[src/rtl/firebird7_in_gate1_tessent_data_mux_ctrl.sv]
// IJTAG TDR driving the gate1 data mux override: captures the mux output,
// shifts it on the chain, and on update applies override data plus a held or self-timed select.
module firebird7_in_gate1_tessent_data_mux_ctrl #(
  parameter int WIDTH        = 19,
  parameter int PULSE_CYCLES = 16
) (
  input  logic             ijtag_tck,
  input  logic             ijtag_reset,
  input  logic             ijtag_sel,
  input  logic             ijtag_ce,
  input  logic             ijtag_se,
  input  logic             ijtag_ue,
  input  logic             ijtag_si,
  output logic             ijtag_so,
  input  logic [WIDTH-1:0] observe_data_in,
  output logic             ijtag_select,
  output logic [WIDTH-1:0] ijtag_data_in
);

  localparam int CW = $clog2(PULSE_CYCLES + 1);
  localparam logic [CW-1:0] RELOAD = CW'(PULSE_CYCLES);

  typedef enum logic [1:0] {IDLE, HOLD, PULSE} state_t;

  state_t           state, state_nxt;
  logic [CW-1:0]    cnt, cnt_nxt;
  logic [WIDTH+2:0] sr;
  logic             pulse_mode_q;
  logic             expired_q;
  logic             set_expired;
  logic             cap, shf, upd;
  logic             req, mode;

  assign cap  = ijtag_sel & ijtag_ce;
  assign shf  = ijtag_sel & ijtag_se & ~ijtag_ce;
  assign upd  = ijtag_sel & ijtag_ue;
  assign req  = sr[WIDTH];
  assign mode = sr[WIDTH+1];
  assign ijtag_so = sr[0];

  // An update always takes priority over the pulse countdown, so a cancel or
  // retrigger landing on the expiry edge suppresses the expired flag.
  always_comb begin
    state_nxt   = state;
    cnt_nxt     = cnt;
    set_expired = 1'b0;
    case (state)
      IDLE: begin
        if (upd && req) begin
          if (mode) begin
            state_nxt = PULSE;
            cnt_nxt   = RELOAD;
          end else begin
            state_nxt = HOLD;
          end
        end
      end
      HOLD: begin
        if (upd) begin
          if (!req) begin
            state_nxt = IDLE;
          end else if (mode) begin
            state_nxt = PULSE;
            cnt_nxt   = RELOAD;
          end
        end
      end
      PULSE: begin
        if (upd) begin
          if (!req) begin
            state_nxt = IDLE;
            cnt_nxt   = '0;
          end else if (mode) begin
            cnt_nxt   = RELOAD;
          end else begin
            state_nxt = HOLD;
            cnt_nxt   = '0;
          end
        end else if (cnt <= CW'(1)) begin
          state_nxt   = IDLE;
          cnt_nxt     = '0;
          set_expired = 1'b1;
        end else begin
          cnt_nxt = cnt - CW'(1);
        end
      end
      default: begin
        state_nxt = IDLE;
        cnt_nxt   = '0;
      end
    endcase
  end

  // Select is registered from the next state so it changes on the same edge as the override data.
  always_ff @(posedge ijtag_tck or negedge ijtag_reset) begin
    if (!ijtag_reset) begin
      state        <= IDLE;
      cnt          <= '0;
      ijtag_select <= 1'b0;
      expired_q    <= 1'b0;
    end else begin
      state        <= state_nxt;
      cnt          <= cnt_nxt;
      ijtag_select <= (state_nxt != IDLE);
      if (set_expired) begin
        expired_q <= 1'b1;
      end else if (cap) begin
        expired_q <= 1'b0;
      end
    end
  end

  always_ff @(posedge ijtag_tck or negedge ijtag_reset) begin
    if (!ijtag_reset) begin
      sr            <= '0;
      ijtag_data_in <= '0;
      pulse_mode_q  <= 1'b0;
    end else begin
      if (cap) begin
        sr <= {expired_q, pulse_mode_q, ijtag_select, observe_data_in};
      end else if (shf) begin
        sr <= {ijtag_si, sr[WIDTH+2:1]};
      end
      if (upd) begin
        ijtag_data_in <= sr[WIDTH-1:0];
        pulse_mode_q  <= sr[WIDTH+1];
      end
    end
  end

endmodule

[config.mk]
export PLATFORM = sky130hd
export DESIGN_NAME = firebird7_in_gate1_tessent_data_mux_ctrl
export DESIGN_NICKNAME = d
export VERILOG_FILES = /design/src/rtl/firebird7_in_gate1_tessent_data_mux_ctrl.sv
export SDC_FILE = /design/constraint.sdc
export NUM_CORES = 1
export LEC_CHECK = 0
export ABC_AREA = 1
export BUFFER_PORTS_ARGS = -buffer_cell sky130_fd_sc_hd__buf_2
export CAP_MARGIN = 25
export CORE_UTILIZATION = 50
export DETAILED_ROUTE_END_ITERATION = 10
export GPL_TIMING_DRIVEN = 0
export PLACE_DENSITY = 0.74
export SYNTH_ARGS = -nofsm -noshare
export SYNTH_HDL_FRONTEND = slang
export SYNTH_SLANG_ARGS = --single-unit
[constraint.sdc]
create_clock -name ijtag_tck -period 1.3 [get_ports ijtag_tck]
set_input_delay 0.13 -clock ijtag_tck [delete_from_list [all_inputs] [get_ports ijtag_tck]]
set_output_delay 0.13 -clock ijtag_tck [all_outputs]
set_load 0.1 [all_outputs]
After elaboration in Yosys (flattened, before gate mapping)
Index checks and enable logic that the tools add are counted.

Add/subtract/negate cells: 1. Magnitude comparators: 1. Eq/ne operators: 5. Muxes and demuxes: 26. Bitwise logic cells: 5. Reduce and logical (&&, ||, !) cells: 6.

Operators with widths (number): two-way mux 22 bit (2); two-way mux 5 bit (8); two-way mux 2 bit (9); one-hot mux 5 bit (3 select lines) (1); inequality test 2 bit (second input constant) (3); one-hot mux 2 bit (3 select lines) (1); nonzero test 2 bit (3); less-or-equal comparator 5 x 1 -> 1 bit (second input constant) (1); two-way mux 1 bit (5); subtractor 5 x 1 -> 5 bit (second input constant) (1); bitwise AND 1 bit (4); AND reduction 3 bit (1); == test 2 x 1 -> 1 bit (second input constant) (1); == test 2 bit (second input constant) (1); logical NOT 2 bit (1); logical AND 1 bit (1); inverter 1 bit (1).

Register bits: 51. Logic and storage cells: 51.

Depth between registers and ports, before layout
Word-level depth: 5. Gate-level depth with buffers: 7. Gate-level depth less buffers: 7.

Least setup slack after synthesis
No wires, ideal clock.

Path type: reg-to-reg. From: register, netlist name sr[0]. To: register sr[0]. Library setup time: 0.080 ns. Arrival: 1.137 ns. Path slack: 0.082 ns. Cell stages (with the launch flop): 3. Path through: dfrtp_1 nand2_1 o211ai_2.

RTL lines: end signal: assignment (RTL line 120) `sr <= {expired_q, pulse_mode_q, ijtag_select, observe_data_in};`; end signal: assignment (RTL line 122) `sr <= {ijtag_si, sr[WIDTH+2:1]};`; end: declaration (RTL line 27) `logic [WIDTH+2:0] sr;`.

Worst setup path in the final report
From: register ijtag_data_in[1]. To: output port ijtag_data_in[1].

RTL lines: start: declaration (RTL line 17) `output logic [WIDTH-1:0] ijtag_data_in`; start signal: assignment (RTL line 125) `ijtag_data_in <= sr[WIDTH-1:0];`.

No word-level cell between the ends.

==> reports/results.ini <==
[pwr]
power_w=0.004953
peakVddDrop_uv=1163
power_report.internal_total_w=0.002797
sequentialPowerShare_pct=41.9
p_leak_nw=1.365
net-switching-power_w=0.002157
power_density_nw_per_um2=1847
pwr-share-comb_pct=38.9
power_switching_share_pct=43.54
share_clk_of_total_power_pct=19.2

[timing]
timing.clock.skew_ns=0.01064
period_minus_slack_ns=1.228
relSlewSlack_pct=66.54
finalSetupViolations=0
hold_viol_final=0
period_share_pct=94.44
report.final.slew_viol_count=0
timing.hold.ws_ns=0.04608
worst-slew-pin-transition_ns=0.5020
final_critical_path_setup_slack_ns=0.07225
max_clock_freq_ghz=0.8145
totalNegativeSetupSlack_ns=0
rsz0062_at_grt=false

[global_routing]
grt_start_max_net_pins=40
aggregate_global_route_resource_usage_pct=22.34
grt_pass1_vias=1715
antenna_violations_before_repair=0
global_route_wire_length_before_repair_mm=7.590
grt_overflow=0

[logic_synthesis]
synthCells=250
synth-edff-count=0
synth-warning-count=0
synthSimpleGateAreaFrac_pct=12.44
postSynth.asyncResetShare_pct=100.0
synth_compound_gate_area_share_pct=20.54
synth.largest_area_cell=dfrtp_1
postSynthAreaPerCell_um2=8.969
mappedNetlistNets=278
syn-cell-area_um2=2242
synth_seq_cells=51
portion_of_synthesized_cell_area_occupied_by_the_leading_cell_type_pct=56.92
ys_seq_area_share_pct=56.92
synth_top_cells_by_area=dfrtp_1 (57%), o21ai_1 (10%), nand2_1 (7.5%), o21ai_0 (6.5%), inv_1 (5.0%)
postSynth.topFlopCell=dfrtp_1
ys_types=26
yosys.area_share.adder_pct=1.116
yosys-mux-area-fraction_pct=0
synth_xor_xnor_area_share_pct=0.7813
synth_top_family_by_area=compound AO/OA/AOI/OAI gates

[clock_network]
ctsRootBufferMaster=clkbuf_8
clock_sinks=51
clk_pin_slew_worst_paths_ns=0.09
cts.htree.levels=2
cts_tree=built
cts_buffers=5
insertion_delay_ns=0.30
clockBufferDepth=2

[route]
postRouteAntennaNets=0
drc=0
route.final.wire_length_mm=4.734
drt-pass1-iter-count=4
number_of_vias_in_the_routed_layout=1860
routed_wire_length_per_instance_um=13.26
detail_route.vias_per_cell=5.210
detail_route.iter0.violations=146

[floorplan]
starting_utilization_of_the_core_area_pct=54.11
site_row_count=23
num_ports=47
fp.dieArea_um2=4756
chip_height_um=68.97
floorplan.core_area_um2=4144
chipWidth_um=68.97

[setup_path]
timing.critical_path.required_ns=1.17
worst-path-buf-inv=1
crit_path_cell_trace=buf_2
critPathLaunchType=register
critical_path.slowest_cell=buf_2
path_max_fanout=2
max_stage_delay_ns=0.43
cp_data_arrival_time_ns=1.10
crit_type=reg2out
type_of_element_capturing_the_critical_path=output port
path_delay_family=buffers and inverters

[worst_hold_path]
hold_path_class=in2reg

[layout]
synth_to_layout_area_growth_pct=19.59
fraction_of_layout_instances_using_a_drive_strength_above_1_pct=24.43
layout.cell_area.non_filler_um2=2681
register_area_um2=1276
fillers=363
finalNetCount=334
multi_input_comb_area_um2=795.8
num_antenna_cells=0

[place]
dp_hpwl_mm=3.355
gp_congestion=0.8227
placed_area_um2=2555
place_worst_setup_slack_ns=0.06004
io_buffer_count=46

[status]
result_of_the_run=completed

[flow_run]
number_of_violations_of_the_max_capacitance_limit=0

-- what timing repair did --
action	CTS	global route
setup buffers	0	1
resized for setup	0	5
endpoints found under the setup margin	0	5
hold buffers	1	0
endpoints found under the hold margin	12	0
-- power by group through the flow --
stage          Combinational, W  Sequential, W  Clock, W
2_1_floorplan          0.000670        0.00293         0
3_3_place_gp            0.00185        0.00208         0
3_5_place_dp            0.00188        0.00210         0
4_1_cts                 0.00189        0.00207  0.000973
5_1_grt                 0.00211        0.00211   0.00104
6_report                0.00193        0.00207  0.000951
-- cells in the mapped netlist, types with 2 or more instances --
master,count
a21oi_1,3
o22ai_1,3
nand3_1,9
nor2_1,6
o21ai_0,29
inv_2,2
o211ai_2,2
clkbuf_1,4
inv_1,30
o21ai_1,45
buf_2,6
nand2_1,45
ha_1,2
nand2_2,2
dfrtp_1,51
-- metal layers --
| layer | wire, um | up-vias | GRT usage, % |
|---|---|---|---|
| li1 | - | 938 | - |
| met1 | 2149 | 876 | 28.38 |
| met2 | 2326 | 40 | 36.89 |
| met3 | 192 | 6 | 5.099 |
| met4 | 65 | 0 | 8.418 |
| met5 | 0 | - | 0 |
-- flip-flops by register name (all words and copies together) (netlist names) --
signal and count:
sr 22, ijtag_data_in 19, ijtag_select 1, state 2, expired_q 1, pulse_mode_q 1, cnt 5
-- logic make-up after synthesis --
| kind of cell | count (synthesis) |
|---|---|
| AOI/OAI and AO/OA | 85 |
| xor gates and xnor gates | 2 |
| adders and majority gates | 2 |
| buffers and inverters | 44 |
| DFF | 51 |
| and+or+nand+nor | 66 |
-- layout make-up --
type | count | share of cell area [%]
Buffer | 12 | 2.380
Inverter | 32 | 4.480
Clock inverter | 1 | 0.3266
Tap cell | 50 | 2.333
Multi-Input combinational cell | 155 | 29.68
Timing Repair Buffer | 49 | 9.986
Clock buffer | 7 | 3.220
Sequential cell | 51 | 47.60
-- metrics by stage --
step / utilization [%] / std cells
floorplan: - / 250
global placement: 61.17 / 346
detailed placement: 61.65 / 347
CTS: 64.19 / 356
global route: 64.70 / 357
finish: 64.70 / 357
-- placed cells by master (no fill, tap or decap), types with 2 or more instances in the layout --
master,count
buf_2,52
dfrtp_1,51
o21ai_1,47
nand2_1,45
inv_1,30
o21ai_0,27
nand3_1,8
nor2_1,6
clkbuf_8,6
clkbuf_1,5
a21oi_1,3
nand2_2,2
inv_2,2
nand3_2,2
buf_4,2
o22ai_1,2
o211ai_2,2
-- path summary, 6_finish.rpt --
check | start | to | slack, ns | cells after the start
worst max-delay path | ijtag_data_in[1] | ijtag_data_in[1] | 0.07 | 1
worst min-delay path | observe_data_in[2] | sr[2] | 0.05 | 3
worst max register to register | cnt[0] | cnt[4] | 0.08 | 5
worst min register to register | ijtag_data_in[5] | ijtag_data_in[5] | 0.49 | 2
max in group asynchronous | ijtag_reset | sr[2] | 0.56 | 3
min in group asynchronous | ijtag_reset | ijtag_data_in[8] | 0.23 | 2
No activity file was read; power rests on OpenSTA's default activity.
